$ cat src/rtl/lsu_pkg.sv
`default_nettype none
// ============================================================================
// Module      : lsu_pkg
// Description : Shared types and constants for the load/store unit: the FSM
//               state encoding, RV32I load/store funct3 codes and the
//               illegal-funct3 decode.
// Revision    : 1.0 - initial release
// ============================================================================
package lsu_pkg;

  // Access sequencer states
  typedef enum logic [1:0] {
    IDLE = 2'd0,
    RD   = 2'd1,
    WR   = 2'd2,
    DONE = 2'd3
  } lsu_state_t;

  // RV32I funct3 encodings shared by loads and stores
  localparam logic [2:0] F3_B  = 3'b000;
  localparam logic [2:0] F3_H  = 3'b001;
  localparam logic [2:0] F3_W  = 3'b010;
  localparam logic [2:0] F3_BU = 3'b100;
  localparam logic [2:0] F3_HU = 3'b101;

  // Loads accept b/h/w/bu/hu; stores accept only b/h/w.
  function automatic logic is_illegal_f3(input logic write, input logic [2:0] f3);
    logic illegal;
    if (write) begin
      illegal = f3[2] || (f3[1:0] == 2'b11);
    end else begin
      illegal = (f3 == 3'b011) || (f3[2:1] == 2'b11);
    end
    return illegal;
  endfunction

endpackage
`default_nettype wire

$ cat src/rtl/lsu_lane_align.sv
`default_nettype none
// ============================================================================
// Module      : lsu_lane_align
// Description : Combinational byte-lane steering for the load/store unit.
//               Merges store data into an old word (sb/sh/sw) and extracts
//               and sign/zero-extends load data from a word.
// Revision    : 1.0 - initial release
// ============================================================================
module lsu_lane_align
  import lsu_pkg::*;
(
  input  logic [31:0] word,
  input  logic [31:0] new_data,
  input  logic [2:0]  funct3,
  input  logic [1:0]  byte_off,
  output logic [31:0] merged,
  output logic [31:0] extracted
);

  logic [7:0]  sel_byte;
  logic [15:0] sel_half;

  // Lane selection: bytes use both offset bits, halves only offset[1]
  assign sel_byte = word[{byte_off, 3'b000} +: 8];
  assign sel_half = word[{byte_off[1], 4'b0000} +: 16];

  // Store merge: replace only the addressed lane of the old word
  always_comb begin
    merged = word;
    case (funct3[1:0])
      2'b00:   merged[{byte_off, 3'b000} +: 8]        = new_data[7:0];
      2'b01:   merged[{byte_off[1], 4'b0000} +: 16]   = new_data[15:0];
      default: merged = new_data;
    endcase
  end

  // Load extract: pick the lane and extend according to funct3
  always_comb begin
    extracted = 32'h0;
    case (funct3)
      F3_B:    extracted = {{24{sel_byte[7]}}, sel_byte};
      F3_H:    extracted = {{16{sel_half[15]}}, sel_half};
      F3_W:    extracted = word;
      F3_BU:   extracted = {24'h0, sel_byte};
      F3_HU:   extracted = {16'h0, sel_half};
      default: extracted = 32'h0;
    endcase
  end

endmodule
`default_nettype wire

$ cat src/rtl/load_store_unit.sv
`default_nettype none
// ============================================================================
// Module      : load_store_unit
// Description : MEM-stage initiator for a word-wide data memory. Converts
//               lb/lh/lw/lbu/lhu/sb/sh/sw into word accesses, performing
//               sb/sh as read-modify-write, stalling the pipeline while busy
//               and flagging misaligned / illegal accesses.
// Config      : `define LSU_MISALIGN_CHECK_EN to enable alignment checking;
//               when undefined only illegal funct3 faults are reported.
// Revision    : 1.0 - initial release
// ============================================================================
module load_store_unit
  import lsu_pkg::*;
#(
  parameter int BIT_SIZE       = 8,
  parameter bit STALL_ON_FAULT = 1'b0
) (
  input  logic        clk,
  input  logic        rst,
  input  logic        req_valid,
  input  logic        req_write,
  input  logic [2:0]  req_funct3,
  input  logic [31:0] req_addr,
  input  logic [31:0] req_wdata,
  output logic        stall,
  output logic        done,
  output logic [31:0] load_data,
  output logic        access_fault,
  output logic        mem_we,
  output logic [31:0] mem_addr,
  output logic [31:0] mem_wdata,
  input  logic [31:0] mem_rdata
);

  lsu_state_t  state_q, state_d;
  logic [31:0] addr_q;
  logic [2:0]  funct3_q;
  logic [31:0] wdata_q;
  logic        write_q;
  logic        fault_q;
  logic [31:0] rdata_q;

  logic        accept;
  logic        req_misaligned;
  logic        req_fault;
  logic [31:0] word_addr;
  logic [31:0] merged_word;
  logic [31:0] extracted_word;

  // Word address: the memory's word index sits in [BIT_SIZE+1:2]
  assign word_addr = {addr_q[31:BIT_SIZE+2], addr_q[BIT_SIZE+1:2], 2'b00};

  // Alignment decode of the incoming request
  always_comb begin
    req_misaligned = 1'b0;
`ifdef LSU_MISALIGN_CHECK_EN
    case (req_funct3[1:0])
      2'b01:   req_misaligned = req_addr[0];
      2'b10:   req_misaligned = |req_addr[1:0];
      default: req_misaligned = 1'b0;
    endcase
`endif
  end

  assign req_fault = req_misaligned || is_illegal_f3(req_write, req_funct3);

  lsu_lane_align u_lane_align (
    .word      (rdata_q),
    .new_data  (wdata_q),
    .funct3    (funct3_q),
    .byte_off  (addr_q[1:0]),
    .merged    (merged_word),
    .extracted (extracted_word)
  );

  // State register; async reset drops mem_we immediately, aborting any RMW
  always_ff @(posedge clk or posedge rst) begin
    if (rst) begin
      state_q <= IDLE;
    end else begin
      state_q <= state_d;
    end
  end

  // Request latches and read-data capture
  always_ff @(posedge clk or posedge rst) begin
    if (rst) begin
      addr_q   <= 32'h0;
      funct3_q <= 3'b000;
      wdata_q  <= 32'h0;
      write_q  <= 1'b0;
      fault_q  <= 1'b0;
      rdata_q  <= 32'h0;
    end else begin
      if (accept) begin
        addr_q   <= req_addr;
        funct3_q <= req_funct3;
        wdata_q  <= req_wdata;
        write_q  <= req_write;
        fault_q  <= req_fault;
      end
      if (state_q == RD) begin
        rdata_q <= mem_rdata;
      end
    end
  end

  // Next-state and memory/pipeline outputs
  always_comb begin
    state_d      = state_q;
    accept       = 1'b0;
    done         = 1'b0;
    load_data    = 32'h0;
    access_fault = 1'b0;
    mem_we       = 1'b0;
    mem_addr     = 32'h0;
    mem_wdata    = 32'h0;
    case (state_q)
      IDLE: begin
        if (req_valid) begin
          accept = 1'b1;
          if (req_fault) begin
            state_d = DONE;
          end else if (req_write && (req_funct3 == F3_W)) begin
            state_d = WR;  // full-word store needs no read
          end else begin
            state_d = RD;
          end
        end
      end
      RD: begin
        mem_addr = word_addr;
        state_d  = write_q ? WR : DONE;
      end
      WR: begin
        mem_we    = 1'b1;
        mem_addr  = word_addr;
        mem_wdata = merged_word;
        state_d   = DONE;
      end
      DONE: begin
        if (STALL_ON_FAULT && fault_q && req_valid) begin
          state_d = DONE;  // hold the fault until the pipeline withdraws
        end else begin
          done         = 1'b1;
          access_fault = fault_q;
          load_data    = (fault_q || write_q) ? 32'h0 : extracted_word;
          state_d      = IDLE;
        end
      end
      default: state_d = IDLE;
    endcase
  end

  assign stall = req_valid && !done;

endmodule
`default_nettype wire

$ cat config.mk
export PLATFORM = sky130hd
export DESIGN_NAME = load_store_unit
export DESIGN_NICKNAME = d
export VERILOG_FILES = /design/src/rtl/lsu_pkg.sv /design/src/rtl/lsu_lane_align.sv /design/src/rtl/load_store_unit.sv
export SDC_FILE = /design/constraint.sdc
export NUM_CORES = 1
export LEC_CHECK = 0
export ABC_AREA = 1
export CORE_MARGIN = 4
export CORE_UTILIZATION = 45
export DETAILED_ROUTE_END_ITERATION = 8
export PLACE_DENSITY = 0.77
export SLEW_MARGIN = 25
export SYNTH_ARGS = -nofsm -noshare
export SYNTH_HDL_FRONTEND = slang
export SYNTH_SLANG_ARGS = --single-unit
$ cat constraint.sdc
create_clock -name clk -period 4.8 [get_ports clk]
set_input_delay 0.96 -clock clk [delete_from_list [all_inputs] [get_ports clk]]
set_output_delay 0.96 -clock clk [all_outputs]
set_load 0.03 [all_outputs]
---- Word level (Yosys, flattened, before mapping) ----
Cells that the tools add are included.
cells by class
  add/sub/neg operators ................... 2
  equality and inequality tests ........... 13
  shifts and indexed selects .............. 6
  mux-type cells .......................... 19
  reductions and logical operators ........ 10
operators by type and width
  operator                                                number
  one-hot mux 32 bit (5 select lines)                     1
  two-way mux 32 bit                                      4
  bitwise mux 32 bit                                      2
  one-hot mux 32 bit (2 select lines)                     1
  variable shift 16 x 7 -> 32 bit (first input constant)  1
  variable shift 8 x 7 -> 32 bit (first input constant)   1
  variable part select 16 x 7 -> 32 bit                   1
  variable part select 32 x 6 -> 16 bit                   1
  variable part select 32 x 6 -> 8 bit                    1
  variable part select 8 x 7 -> 32 bit                    1
  negation 5 -> 7 bit                                     2
  equality test 3 x 2 -> 1 bit (second input constant)    3
  equality test 2 bit (second input constant)             4
  one-hot mux 2 bit (4 select lines)                      1
  two-way mux 1 bit                                       7
  equality test 3 bit (second input constant)             2
  two-way mux 2 bit                                       3
  equality test 2 x 1 -> 1 bit (second input constant)    2
  zero test 2 bit                                         2
  equality test 3 x 1 -> 1 bit (second input constant)    1
  zero test 3 bit                                         1
  logical OR 1 bit                                        3
  logical AND 1 bit                                       2
  inequality test 2 bit (second input constant)           1
  other kinds (2)                                         2
storage, ports and cells
  bits in registers ....................... 103
  input port bits ......................... 103
  output and inout bits ................... 100
  word-level logic and storage cells ...... 57

---- Depth between registers and ports, before layout ----
Gate-level depths: netlist of the first run.
  word-level depth ........................ 6
  gate-level depth with buffers ........... 12
  depth with buffers taken out ............ 9

---- Modules after synthesis ----
A second synthesis of the first run with hierarchy kept.
second synthesis, totals
  cells, all modules ...................... 1,126
  area total of the unflattened synthesis .. 7,219.4 µm²
by module, submodules not included
  module           instances  cells each  area each (µm²)  seq. area each (µm²)
  load_store_unit  1          596         4,793.3          2,577.5
  lsu_lane_align   1          530         2,426.1          0.0

---- Worst setup path before layout of the first run ----
Ideal clock, no wire load.
  path type ............................... register -> output
  from .................................... reg addr_q[1]
  to ...................................... out mem_wdata[0]
  arrival ................................. 2,257 ps
  required time ........................... 3,840 ps
  path slack .............................. 1,583 ps
  stages on the path, launching flop included .. 11
  buffers on the path ..................... 3
  path through ............................ dfrtp_1 buf_2 inv_1 buf_2 ha_1 clkbuf_1 nor2_1 nand3_1 o211ai_1 nand2_1 nor2_1
on the way
  longest elaborated chain between the ends .. 5
  elaborated cells between the ends (all ways) .. 10
  those cells by class .................... add/sub (2); shift (4); mux (4)
ends and longest elaborated chain
  item                                                                 RTL line                                    RTL
  from (decl)                                                          load_store_unit.sv:36                       logic [31:0] addr_q;
  from (signal assigned)                                               load_store_unit.sv:96                       addr_q <= req_addr;
  negation 5 -> 7 bit, on equally long branches                        lsu_lane_align.sv:32, lsu_lane_align.sv:31
  variable part select 16 x 7 -> 32 bit, or another cell as far along  lsu_lane_align.sv:32                        2'b01: merged[{byte_off[1], 4'b0000} +: 16] = new_data[15:0];
  bitwise mux 32 bit, on equally long branches                         lsu_lane_align.sv:32, lsu_lane_align.sv:31
  one-hot mux 32 bit (2 select lines) (*)                              lsu_lane_align.sv:30                        case (funct3[1:0])
  two-way mux 32 bit (*)                                               load_store_unit.sv:118                      case (state_q)
  to (decl)                                                            load_store_unit.sv:31                       output logic [31:0] mem_wdata,
Every way passes the cells marked *; elsewhere a longest branch is shown, timed or not.

---- Final worst setup path of the first run ----
  from .................................... reg addr_q[0]
  to ...................................... out mem_wdata[23]
on the way
  longest elaborated chain between the ends .. 5
  elaborated cells between the ends (all ways) .. 6
  those cells by class .................... add/sub (1); shift (2); mux (3)
ends and longest elaborated chain
  item                                                                                    RTL line                RTL
  negation 5 -> 7 bit (*)                                                                 lsu_lane_align.sv:31    2'b00: merged[{byte_off, 3'b000} +: 8] = new_data[7:0];
  variable part select 8 x 7 -> 32 bit or variable shift 8 x 7 -> 32 bit (tied branches)  lsu_lane_align.sv:31
  bitwise mux 32 bit (*)                                                                  lsu_lane_align.sv:31
  one-hot mux 32 bit (2 select lines) (*)                                                 lsu_lane_align.sv:30
  two-way mux 32 bit (*)                                                                  load_store_unit.sv:118
Marked as above.

==> flow_summary.toml, run 1 <==
[placement]
dpl.hpwl_mm = 16.87
dp_slack_ps = 736.2
portBuffers = 200
gpl.final_weighted_congestion = 1.001

[run_status]
status = "completed"

[clock_tree]
htree_levels = 3
cts_buffers = 9
cts-root-buf = "clkbuf_16"
clockBufferDepth = 2
post-cts-setup-buffers = 0
cts.reportedPaths.clkPinSlew_ps = 70
ctsHoldBuffers = 0
insertion_delay_ps = 360
cts.sinks = 103
cts_tree = "yes"
cts_resized = 0

[critical_path]
r2r-end = "wdata_q[13]"
worst-path-max-fanout = 17
cp-start-kind = "register"
crit_path_frequent_cell = "nor2_1"
worst_r2r_startpoint = "state_q[0]"
r2r_slack_ps = 2650
critPathSlowestCell = "clkdlybuf4s50_1"
cp-end-kind = "output port"
ff2ff_path_depth = 7
cp_data_arrival_time_ps = 3530
worstPathCellList = "inv_2 > ha_1 > inv_1 > nor2_1 > nand2_1 > a21oi_1 > nor2_1 > nor2_1 > clkdlybuf4s50_1"
required_ps = 3840
slowest_delay_ps = 730
path_class = "register to output port"

[route]
drtPass1Iterations = 5
drtAntennaViolNets = 0
drt_iter0_drc = 779
wl_mm = 22.96
vias = 7371
vias_per_cell = 5.261
remaining_drc_errors = 0
wl_per_cell_um = 16.39

[worst_hold_path]
hold_end = "addr_q[4]"
holdPathStages = 2
worstHoldPathType = "register to register"
min-delay-start = "addr_q[4]"

[timing]
finalClockSkew_ps = 4.471
timing.final.crit_share_pct = 93.56
setup_tns_ps = 0
timing.final.crit_period_ps = 4491
fin_ws_ps = 309.1
hold_violations = 0
slew_headroom_pct = 31.06
fmax_mhz = 222.7
setup_viol = 0
tightest_slew_ps = 1033
rsz0062_at_grt = "no"
slew_viol_final = 0

[yosys]
yosys-top-cells-count = "nand2_1, inv_1, dfrtp_1"
synthCells = 1055
ys.flop_type = "dfrtp_1"
synth_edf_count = 0
synth.avg_cell_area_um2 = 6.446
netlist_top_cells_area = "dfrtp_1, nand2_1, o21ai_0"
synth_top_area_share_pct = 37.90
ys_ff_latch = 103
synth_top_area_cell = "dfrtp_1"
synth_most_common_cell = "nand2_1"
ys_types = 29
ys_async_sr_fraction_pct = 100.0
yosysWarnings = 0
synth_seq_area_share_pct = 37.90
synthesis.area_mm2 = 0.006800

[global_route]
grt_max_degree = 91
grt_pass1_wl_mm = 35.58
antenna_found_initial = 0
track_usage_pct = 26.70
grt_pass1_vias = 6762
gr-total-overflow = 0

[power]
ir_worst_vdd_v = 0.0004347
p_leak_uw = 0.004451
p_per_area_mw_per_mm2 = 734.7

[die]
die_w_um = 130.9
die_height_um = 130.9
rows = 44
core_mm2 = 0.01464
start_util_pct = 46.44
dieArea_mm2 = 0.01714
io_pins = 203

[flow_run]
maxCapViolations = 0

[cells_and_area]
antenna_cells = 0
drive_gt1_share_pct = 5.259
area_growth_pct = 35.31
num-nets-final = 1325
-- cell type report --
type                       count  area, um^2
clock buffer                   9       225.2
sequential                   103        2577
fill                        1317        5443
tap                          184       230.2
inverter                     128       488.0
multi-input combinational    761        3467
clock inverter                 7       111.4
timing repair buffer         209        2102
-- kinds of logic (layout without fill, tap and decap cells) --
logic type / count (synthesis) / after routing / share of synthesized area [%]
AO/OA/AOI/OAI: 190 / 190 / 15.03
adder cells (fa/ha/maj): 10 / 10 / 1.840
buffers and inverters: 192 / 353 / 11.35
flip-flops: 103 / 103 / 37.90
multiplexers: 7 / 7 / 1.159
other: 1 / 2 / 0.05514
AND/OR/NAND/NOR: 552 / 552 / 32.66
-- worst max path at each step --
stage                          from       endpoint  slack [ps]
after floorplan                 rst      addr_q[0]        1140
after global placement    addr_q[0]  mem_wdata[23]         790
after detailed placement  addr_q[0]  mem_wdata[23]         740
after CTS                 addr_q[0]  mem_wdata[23]         350
after global routing      addr_q[0]  mem_wdata[23]          60
final                     addr_q[0]  mem_wdata[23]         310
-- worst max-delay path, delay by kind of cell (launching register included) --
kind / cells / cell delay [ps]
buffers and inverters: 3 / 1100
AND/OR/NAND/NOR: 4 / 720
flip-flops: 1 / 690
adder cells (fa/ha/maj): 1 / 530
AO/OA/AOI/OAI: 1 / 140
-- sequential cells by signal (all words and copies together), names as in the netlist --
signal    cells
addr_q       32
rdata_q      32
wdata_q      32
funct3_q      3
state_q       2
fault_q       1
write_q       1
-- placed cells by master (no fill, tap or decap), types with 9 or more instances in the layout --
master and count:
nand2_1 408, clkdlybuf4s50_1 193, inv_1 120, dfrtp_1 103, o21ai_0 97, a21oi_1 69
nor2_1 68, nand3_1 40, nand4_1 27, buf_4 12, a21oi_2 9, ha_1 9
clkbuf_16 9
-- power breakdown --
part	total [uW]	switching [uW]	internal, uW
logic	4180	2740	1440
clock network	838	367	471
registers	1740	458	1280
-- metal layers --
layer / routed length, um / up-vias / global-route usage [%]
met5: 0 / - / 0
met4: 461 / 0 / 6.897
met3: 2323 / 39 / 8.008
met2: 10340 / 390 / 41.07
met1: 9834 / 3328 / 37.01
li1: - / 3614 / -
-- through the flow --
step / instances / area [um^2] / util, % / hold WS, ps / total power (uW)
2_1_floorplan: 1056 / 6804 / - / 443.6 / 4386
3_3_place_gp: 1385 / 8852 / 60.45 / 462.3 / 5840
3_5_place_dp: 1385 / 8855 / 60.47 / 465.5 / 5866
4_1_cts: 1401 / 9191 / 62.76 / 486.6 / 6730
5_1_grt: 1401 / 9201 / 62.83 / 506.2 / 7275
6_report: 1401 / 9201 / 62.83 / 485.3 / 6761
(Power assumes the default switching activity.)
==> run 2: changes to the inputs <==
- MAX_ROUTING_LAYER: not set -> met4
==> run 2 against run 1 <==
Against the previous run: worst hold slack lost 4.1 ps; via count rose by 0.24%; critical endpoint is now mem_wdata[5]; sequential power barely moved; clock power decreased by 7.9%; worst setup slack improved by 270 ps; final area decreased by 0.23%.
==> flow_summary.toml, run 2 (synthesized netlist as in run 1, its figures left out) <==
[run_status]
status = "completed"

[timing]
finalClockSkew_ps = 5.575
whs_ps = 481.2
fmax_mhz = 237.2
hold_violations = 0
setup_tns_ps = 0
rsz0062_at_grt = "no"
setup_viol = 0
timing.final.crit_share_pct = 87.83
timing.final.crit_period_ps = 4216
slew_headroom_pct = 36.50
slew_viol_final = 0
tightest_slew_ps = 946.6

[clock_tree]
cts-root-buf = "clkbuf_16"
ctsHoldBuffers = 0
cts_resized = 0
cts_buffers = 9
post-cts-setup-buffers = 0
cts.sinks = 103
insertion_delay_ps = 360
clockBufferDepth = 2
cts_tree = "yes"
htree_levels = 3
cts.reportedPaths.clkPinSlew_ps = 80

[cells_and_area]
drive_gt1_share_pct = 5.414
area_growth_pct = 35.00
num-nets-final = 1327
final_common_cell = "nand2_1"
fill_cells = 1400
multiInputGateArea_mm2 = 0.003460
seqCellArea_mm2 = 0.002577
antenna_cells = 0
largestRegisters = "addr_q (32), rdata_q (32), wdata_q (32)"
final_cell_mix = "nand2_1, clkdlybuf4s50_1, inv_1"

[critical_path]
path_class = "register to output port"
worst-path-buf-inv = 3
cp-end-kind = "output port"
critPathSlowestCell = "clkinv_1"
cp_data_arrival_time_ps = 3260
required_ps = 3840
cp-start-kind = "register"
worstPathCellList = "inv_1 > ha_1 > clkinv_1 > a21oi_1 > nand2_1 > nor2_1 > clkdlybuf4s50_1"
r2r_slack_ps = 2570
cp_top_family = "buffers and inverters"
worst-path-max-fanout = 31
slowest_delay_ps = 790

[global_route]
track_usage_pct = 28.62
grt_pass1_vias = 6923
antenna_found_initial = 0
grt_pass1_wl_mm = 36.85
gr-total-overflow = 0
grt_max_degree = 84

[die]
start_util_pct = 46.44
dieArea_mm2 = 0.01714
io_pins = 203
rows = 44
core_mm2 = 0.01464
die_w_um = 130.9
die_height_um = 130.9

[route]
drtAntennaViolNets = 0
wl_per_cell_um = 16.76
vias_per_cell = 5.267
drtPass1Iterations = 5
wl_mm = 23.51
drt_iter0_drc = 676
remaining_drc_errors = 0
vias = 7389

[power]
p_per_area_mw_per_mm2 = 732.8
p_leak_uw = 0.004436
ir_worst_vdd_v = 0.0004594

[flow_run]
maxCapViolations = 0

[placement]
portBuffers = 200
gpl.final_weighted_congestion = 1.026
dpl.hpwl_mm = 17.43

[worst_hold_path]
worstHoldPathType = "register to register"
run 2: per-layer routing:
layer,global-route usage [%],share of wire (%),vias to the layer above
met2,42.18,45,338
li1,-,-,3611
met1,38.72,43,3383
met5,-,0,-
met3,5.691,8.6,57
met4,11.68,3.5,0
run 2: worst paths after layout:
kind,from,to,cells past startpoint
max,state_q[0],mem_wdata[5],7
min in group asynchronous,rst,addr_q[29],2
min,addr_q[31],addr_q[31],2
max reg2reg,state_q[0],addr_q[2],7
max in group asynchronous,rst,rdata_q[5],3
min reg2reg,addr_q[31],addr_q[31],2
run 2: area by class of cell:
type | count | area share, %
inverters | 128 | 5.329
clock inverters | 6 | 0.8450
flip-flops and latches | 103 | 28.08
multi-input cells | 761 | 37.69
clock buffers | 10 | 2.494
repair buffers | 211 | 23.06
well taps | 184 | 2.508
run 2: power by group:
part	switching, uW	leakage, uW	internal, uW	total (uW)
sequential	452	0.00127	1280	1740
clock	356	0.000147	415	772
combinational	2780	0.00302	1440	4220
run 2: per-stage QoR:
stage	std cells	setup WS [ps]	cell area (um^2)	util (%)	total power, uW
after global placement	1387	1199	8867	60.55	5886
after floorplan	1056	1136	6804	-	4386
after detailed placement	1387	1128	8870	60.57	5909
after CTS	1403	735.7	9176	62.66	6710
final	1403	583.9	9180	62.69	6727
after global routing	1403	328.7	9180	62.69	7240
run 2: worst register-to-register path, delay by kind of cell, from the launching register on:
kind,cells,cell delay [ps]
fa+ha+maj,1,190
buf+inv,3,1290
flops,1,400
simple gates,3,240
==> run 3: changes to the inputs <==
- CORE_UTILIZATION: 45 -> 48
- CTS_CLUSTER_SIZE: not set -> 24
- PLACE_DENSITY: 0.77 -> 0.81
==> run 3 against run 2 <==
Against the previous run: worst setup slack got worse by 72 ps; flip-flop and latch count unchanged; sequential power about the same; combinational power decreased by 2%; sequential share of layout area about the same; critical path type unchanged.
==> flow_summary.toml, run 3 (synthesized netlist as in run 1, its figures left out) <==
[run_status]
status = "completed"

[placement]
dpl.hpwl_mm = 17.04
portBuffers = 200
gpl.final_weighted_congestion = 0.9340

[flow_run]
maxCapViolations = 0

[die]
io_pins = 203
die_height_um = 127.0
rows = 43
core_mm2 = 0.01388
dieArea_mm2 = 0.01614
die_w_um = 127.0
start_util_pct = 48.99

[route]
vias = 7361
vias_per_cell = 5.258
wl_per_cell_um = 16.23
remaining_drc_errors = 0
drtPass1Iterations = 5
drt_iter0_drc = 869
wl_mm = 22.73
drtAntennaViolNets = 0

[cells_and_area]
fill_cells = 1290
final_common_cell = "nand2_1"
num-nets-final = 1328
area_growth_pct = 34.98
antenna_cells = 0
largestRegisters = "addr_q (32), rdata_q (32), wdata_q (32)"
multiInputGateArea_mm2 = 0.003457
final_cell_mix = "nand2_1, clkdlybuf4s50_1, inv_1"
seqCellArea_mm2 = 0.002577
drive_gt1_share_pct = 5.574

[timing]
timing.final.crit_share_pct = 89.34
slew_viol_final = 0
finalClockSkew_ps = 7.203
timing.final.crit_period_ps = 4288
slew_headroom_pct = 29.36
fmax_mhz = 233.2
tightest_slew_ps = 1058
hold_violations = 0
setup_viol = 0
rsz0062_at_grt = "no"
whs_ps = 482.4
setup_tns_ps = 0

[critical_path]
path_class = "register to output port"
worst_r2r_startpoint = "state_q[0]"
crit_path_frequent_cell = "nor2_1"
critPathSlowestCell = "dfrtp_1"
cp-start-kind = "register"
worst-path-max-fanout = 17
r2r-end = "wdata_q[12]"
required_ps = 3840
cp-end-kind = "output port"
worstPathCellList = "inv_2 > ha_1 > nor2_1 > nand3_1 > o211ai_1 > nand2_1 > nor2_1 > clkdlybuf4s50_1"
slowest_delay_ps = 700
ff2ff_path_depth = 7
cp_data_arrival_time_ps = 3330
r2r_slack_ps = 2680

[power]
p_per_area_mw_per_mm2 = 728.1
ir_worst_vdd_v = 0.0004616
p_leak_uw = 0.004454
total_power_uw = 6684

[global_route]
gr-total-overflow = 0
track_usage_pct = 28.96
antenna_found_initial = 0
grt_max_degree = 57
grt_pass1_wl_mm = 36.21
grt_pass1_vias = 6964

[clock_tree]
cts.reportedPaths.clkPinSlew_ps = 70
htree_levels = 3
cts.sinks = 103
insertion_delay_ps = 360
cts_tree = "yes"
cts_buffers = 9
ctsHoldBuffers = 0
cts-root-buf = "clkbuf_16"
clockBufferDepth = 2
post-cts-setup-buffers = 0
cts_resized = 0

[worst_hold_path]
min-delay-start = "addr_q[2]"
hold_end = "addr_q[2]"
holdPathStages = 2
worstHoldPathType = "register to register"
==> run 3: worst max-delay path by stage <==
stage	startpoint	to	slack, ps
2_1_floorplan	rst	addr_q[0]	1140
3_5_place_dp	addr_q[0]	mem_wdata[5]	950
6_report	addr_q[0]	mem_wdata[5]	510
4_1_cts	addr_q[0]	mem_wdata[5]	540
5_1_grt	addr_q[0]	mem_wdata[5]	260
3_3_place_gp	addr_q[0]	mem_wdata[5]	930
==> run 3: cell type report <==
cell class | count | area share [%]
inverters | 128 | 5.289
multi-input cells | 761 | 37.66
flip-flops and latches | 103 | 28.08
clock buffers | 9 | 2.454
clock inverters | 7 | 0.9406
well taps | 180 | 2.454
repair buffers | 212 | 23.12
==> run 3: report_power, final <==
group | switching (uW) | total, uW | internal [uW]
clock network | 359 | 775 | 416
logic | 2710 | 4150 | 1440
registers | 476 | 1760 | 1280
==> run 3: per-stage QoR <==
step / cells / area, um^2 / util, % / worst slack [ps]
2_1_floorplan: 1056 / 6804 / - / 1136
3_5_place_dp: 1384 / 8867 / 63.88 / 945.6
3_3_place_gp: 1384 / 8867 / 63.88 / 930.5
4_1_cts: 1400 / 9179 / 66.13 / 535.3
6_report: 1400 / 9179 / 66.13 / 511.9
5_1_grt: 1400 / 9179 / 66.13 / 263.6
==> run 3: metal layers <==
layer  wire length (um)  track usage, %  vias to the layer above
met5                  0               -                        -
met4                459           7.066                        0
met3               2144           7.191                       41
met2              10470           44.52                      366
met1               9655           38.87                     3332
li1                   -               -                     3622
==> run 3: worst max-delay path, delay by kind of cell (launching register included) <==
family | cells | cell delay [ps]
AND/OR/NAND/NOR | 4 | 810
flip-flops | 1 | 700
buffers and inverters | 2 | 880
AO/OA/AOI/OAI | 1 | 110
adder cells (fa/ha/maj) | 1 | 470
